$ cat src/rtl/limits_iter_sequencer.sv
// Run sequencer for the limits buffer controller: one frame load phase, then
// num_iterations replay phases separated by pipeline-drain gaps.
module limits_iter_sequencer #(
    parameter int MAX_SAMPLES_IN_RAM = 255,
    parameter int GAP_CYCLES         = 4
) (
    input  logic       clock,
    input  logic       reset,
    input  logic       start,
    input  logic       abort,
    input  logic [7:0] num_iterations,
    input  logic       lvl_gen_valid,
    input  logic       ram_waitrequest_a,
    input  logic       ram_waitrequest_b,
    output logic       iter_input_enable,
    output logic       iter_output_enable,
    output logic       busy,
    output logic       done,
    output logic       cfg_error,
    output logic [7:0] iter_index
);

    localparam logic [7:0] LAST_SAMPLE = 8'(MAX_SAMPLES_IN_RAM - 1);
    localparam logic [3:0] LAST_GAP    = 4'(GAP_CYCLES - 1);

    typedef enum logic [2:0] {
        S_IDLE = 3'd0,
        S_LOAD = 3'd1,
        S_GAP  = 3'd2,
        S_ITER = 3'd3,
        S_DONE = 3'd4
    } state_t;

    state_t     r_state;
    logic [7:0] r_sample_cnt;
    logic [3:0] r_gap_cnt;
    logic [7:0] r_iter_cnt;
    logic [7:0] r_num_iter;
    logic       r_cfg_error;

    logic       w_accept_a;
    logic       w_accept_b;
    logic       w_last_sample;
    logic       w_last_iter;

    assign w_accept_a    = lvl_gen_valid & ~ram_waitrequest_a;
    assign w_accept_b    = ~ram_waitrequest_b;
    assign w_last_sample = (r_sample_cnt == LAST_SAMPLE);
    assign w_last_iter   = (r_iter_cnt == (r_num_iter - 8'd1));

    always_ff @(posedge clock) begin
        if (reset) begin
            r_state      <= S_IDLE;
            r_sample_cnt <= '0;
            r_gap_cnt    <= '0;
            r_iter_cnt   <= '0;
            r_num_iter   <= '0;
            r_cfg_error  <= 1'b0;
        end else begin
            r_cfg_error <= 1'b0;
            if (abort) begin
                // Buffer controller counters are left misaligned; software resets before rerun.
                r_state      <= S_IDLE;
                r_sample_cnt <= '0;
                r_gap_cnt    <= '0;
                r_iter_cnt   <= '0;
                r_num_iter   <= '0;
            end else begin
                case (r_state)
                    S_IDLE: begin
                        r_iter_cnt <= '0;
                        if (start) begin
                            if (num_iterations != 8'd0) begin
                                r_num_iter <= num_iterations;
                                r_state    <= S_LOAD;
                            end else begin
                                r_cfg_error <= 1'b1;
                            end
                        end
                    end
                    S_LOAD: begin
                        if (w_accept_a) begin
                            if (w_last_sample) begin
                                r_sample_cnt <= '0;
                                r_state      <= S_GAP;
                            end else begin
                                r_sample_cnt <= r_sample_cnt + 8'd1;
                            end
                        end
                    end
                    S_GAP: begin
                        if (r_gap_cnt == LAST_GAP) begin
                            r_gap_cnt <= '0;
                            r_state   <= S_ITER;
                        end else begin
                            r_gap_cnt <= r_gap_cnt + 4'd1;
                        end
                    end
                    S_ITER: begin
                        if (w_accept_b) begin
                            if (w_last_sample) begin
                                r_sample_cnt <= '0;
                                if (w_last_iter) begin
                                    r_state <= S_DONE;
                                end else begin
                                    r_iter_cnt <= r_iter_cnt + 8'd1;
                                    r_state    <= S_GAP;
                                end
                            end else begin
                                r_sample_cnt <= r_sample_cnt + 8'd1;
                            end
                        end
                    end
                    S_DONE: begin
                        r_iter_cnt <= '0;
                        r_state    <= S_IDLE;
                    end
                    default: begin
                        r_state <= S_IDLE;
                    end
                endcase
            end
        end
    end

    // Pure decodes of registered state: no input reaches an output combinationally.
    assign iter_input_enable  = (r_state == S_LOAD);
    assign iter_output_enable = (r_state == S_ITER);
    assign busy               = (r_state != S_IDLE);
    assign done               = (r_state == S_DONE);
    assign cfg_error          = r_cfg_error;
    assign iter_index         = r_iter_cnt;

endmodule

$ cat config.mk
export PLATFORM = sky130hd
export DESIGN_NAME = limits_iter_sequencer
export DESIGN_NICKNAME = d
export VERILOG_FILES = /design/src/rtl/limits_iter_sequencer.sv
export SDC_FILE = /design/constraint.sdc
export NUM_CORES = 1
export LEC_CHECK = 0
export ABC_AREA = 1
export CORE_UTILIZATION = 49
export CTS_CLUSTER_DIAMETER = 100
export DETAILED_ROUTE_END_ITERATION = 7
export PLACE_DENSITY_LB_ADDON = 0.25
export SYNTH_ARGS = -nofsm -noshare
export SYNTH_HDL_FRONTEND = slang
export SYNTH_SLANG_ARGS = --single-unit
export TNS_END_PERCENT = 100
$ cat constraint.sdc
create_clock -name clock -period 2 [get_ports clock]
set_clock_uncertainty 0.2 [all_clocks]
set_input_delay 0.4 -clock clock [delete_from_list [all_inputs] [get_ports clock]]
set_output_delay 0.4 -clock clock [all_outputs]
set_load 0.05 [all_outputs]
==> flow_metrics.env <==
export IMPL_ios=28
export IMPL_globalplace_congestion=0.853
export IMPL_r2r_end="iter_index[6]"
export IMPL_ir_worst_vdd_mv=0.417
export IMPL_setup_worst_path_start="r_num_iter[1]"
export IMPL_reg2regPathDepth=16
export IMPL_area_delta_synth_final_pct=40.3
export IMPL_cpMostUsedCell="nand2_1"
export IMPL_viasPerCell=4.95
export IMPL_cp_slowest_cell="dfxtp_2"
export IMPL_grt_max_degree=12
export IMPL_final_nets=369
export IMPL_cts_buffers_inserted=5
export IMPL_design_core_area_mm2=0.00369
export IMPL_dr_pass1_iters=4
export IMPL_ys_warn_count=0
export IMPL_place_hpwl_um=3390
export IMPL_cp_arrival_ns=2.01
export IMPL_wl_um=4630
export IMPL_final_common_cell="nand2_1"
export IMPL_clk_path_buf_depth=2
export IMPL_critPathMaxFanout=6
export IMPL_endpoint="iter_index[6]"
export IMPL_synth_nets=310
export IMPL_final_cell_area_mm2=0.00268
export IMPL_pre_cts_slack_ns=-0.211
export IMPL_dieArea_mm2=0.00415
export IMPL_synth_top_cell_area_share_pct=33.6
export IMPL_critPathLaunchType="register"
export IMPL_path_class="register to register"
export IMPL_max_cap_violations=0
export IMPL_die_h_um=64.4
export IMPL_clk_pin_slew_ns=0.06
export IMPL_antenna_cells=0
export IMPL_drc_errors=0
export IMPL_rows=22
export IMPL_io_buffer_count=27
export IMPL_netlist_instances=290
export IMPL_cts_tree="yes"
export IMPL_fmax_mhz=492
export IMPL_tightestPinTransition_ns=0.286
export IMPL_initial_utilization_pct=51.7
export IMPL_cp_required_ns=1.98
export IMPL_antenna_found_initial=0
export IMPL_min_path_type="register to register"
export IMPL_final_core_util_pct=72.6
export IMPL_netlist_area_mm2=0.00191
export IMPL_finalMaxSlewViolations=0
export IMPL_place_area_mm2=0.00242
export IMPL_die_x_um=64.4
export IMPL_ys_types=29
export IMPL_timing_final_hold_violations=0
export IMPL_clk_latency_ns=0.29
export IMPL_grt_pass1_wl_um=7950
export IMPL_relSlewSlack_pct=80.9
export IMPL_htreeDepth=2
export IMPL_seq_area_frac_synth_pct=33.6
export IMPL_ys_ff_latch=32
export IMPL_gr_total_overflow=0
export IMPL_status="finished with violations"
export IMPL_vias=1969
export IMPL_leakagePower_nw=1.17
export IMPL_finalCriticalPeriod_ns=2.03
export IMPL_timing_final_crit_share_pct=102
export IMPL_ant_nets=0
export IMPL_p_total_mw=1.55
export IMPL_grt_pass1_vias=1910
export IMPL_p_per_area_mw_per_mm2=578
export IMPL_cp_end_kind="register"
export IMPL_wl_per_cell_um=11.6
export IMPL_drive_above_1_share_pct=30.3
export IMPL_root_buffer="clkbuf_8"
export IMPL_crit_path_max_incr_delay_ns=0.33
export IMPL_drt_iter0_drc=121
export IMPL_setup_viol=8
export IMPL_post_route_worst_setup_slack_ns=-0.0326
export IMPL_synth_top_cell_by_area="dfxtp_1"
export IMPL_synth_area_leaders="dfxtp_1 34%, nand2_1 13%, nor2_1 8.5%"
export IMPL_final_cell_mix="60 x nand2_1, 41 x nor2_1, 37 x buf_4, 29 x inv_1, 28 x dfxtp_1"
export IMPL_grtUsageTotal_pct=24.6
export IMPL_crit_path_cell_trace="inv_2 -> ha_4 -> inv_2 -> nand2_1 -> nand2_1 -> nor2_1 -> nand2_1 -> nor2_1 -> nand2_1 -> nor2_2 -> nand2_2 -> nand2_4 -> nand2_8 -> buf_12 -> nand3_2 -> a21oi_1"
export IMPL_reg2reg_from="r_num_iter[1]"
export IMPL_violations="setup timing"
export IMPL_post_synth_cell_area_avg_um2=6.58
export IMPL_clock_sinks=32
export IMPL_r2r_slack_ns=-0.03
export IMPL_rsz0062_at_grt="true"
export IMPL_fillCellCount=297
export IMPL_hold_buffers=0
state kept, by name (all words and copies together), names as in the netlist:
name,cells
r_state,3
r_num_iter,8
r_sample_cnt,8
cfg_error,1
iter_index,8
r_gap_cnt,4
layout make-up:
type	count	area (µm²)	area share, %
clock buffers	8	90.1	3.36
inverters	44	165	6.17
multi-input cells	211	1220	45.5
flip-flops and latches	32	646	24.1
well taps	48	60.1	2.24
repair buffers	55	498	18.6
worst min path at each step:
stage | slack (ns) | depth (start not counted) | start | endpoint
2_1_floorplan | 0.25 | 2 | r_num_iter[1] | r_num_iter[1]
3_3_place_gp | 0.28 | 2 | r_gap_cnt[3] | r_gap_cnt[3]
3_5_place_dp | 0.28 | 2 | r_gap_cnt[3] | r_gap_cnt[3]
4_1_cts | 0.29 | 2 | r_gap_cnt[3] | r_gap_cnt[3]
5_1_grt | 0.32 | 2 | r_num_iter[6] | r_num_iter[6]
6_report | 0.29 | 2 | r_gap_cnt[3] | r_gap_cnt[3]
repair_timing:
item | CTS | global route
buffers inserted | 4 | 0
pin swaps | 7 | 15
gates resized for setup | 8 | 23
setup endpoints to repair | 9 | 19
Yosys cell counts:
library cell,number
inv_1,32
xnor2_1,2
o2111ai_1,1
nand3_1,23
nor3b_1,2
nand2_1,66
o21ai_1,5
xor2_1,4
buf_2,1
nor3_2,1
o21ai_0,12
nand2_4,4
nor3_4,1
nand2_2,4
ha_1,5
o21ai_4,1
nor2_4,2
buf_1,1
nand4_2,2
a211oi_1,3
nor3_1,4
inv_2,12
clkbuf_1,1
dfxtp_1,32
nor2_2,4
nor2_1,43
a21oi_1,19
nand4_1,1
nor4_1,2
where the power goes:
group          total (mW)  internal (mW)  switching [mW]  leakage, nW
registers           0.672          0.653          0.0186        0.261
logic               0.363          0.155           0.209        0.859
clock network       0.512          0.280           0.232       0.0455
per-layer routing:
| metal | wire (µm) | up-vias | global-route usage [%] | share of wire (%) |
|---|---|---|---|---|
| li1 | - | 1039 | - | - |
| met1 | 2010 | 884 | 28.7 | 43 |
| met2 | 2370 | 36 | 43.2 | 51 |
| met3 | 146 | 10 | 5.18 | 3.2 |
| met4 | 99 | 0 | 10.3 | 2.1 |
| met5 | 0 | - | 0 | 0 |
per-stage QoR:
step	hold slack [ns]	TNS, ns	std cells
after floorplan	0.248	0	290
after global placement	0.276	-1.09	386
after CTS	0.290	-0.530	398
after global routing	0.319	-1.27	398
after detailed placement	0.281	-2.78	386
final	0.286	-0.182	398
worst max-delay path: cells and delay by family, from the launching register on:
family / cells / cell delay (ns)
fa+ha+maj: 1 / 0.26
flops: 1 / 0.33
compound gates: 1 / 0.06
simple gates: 11 / 0.86
buf+inv: 3 / 0.21
cell families (layout without fill, tap and decap cells):
logic type	Yosys count	count (layout)	synth area share [%]
DFF	32	32	33.6
buffers and inverters	47	107	9.31
xor gates and xnor gates	6	6	2.75
adders and majority gates	5	5	3.28
and+or+nand+nor	159	159	39.1
AOI/OAI and AO/OA	41	41	11.9
(Power assumes the default switching activity.)
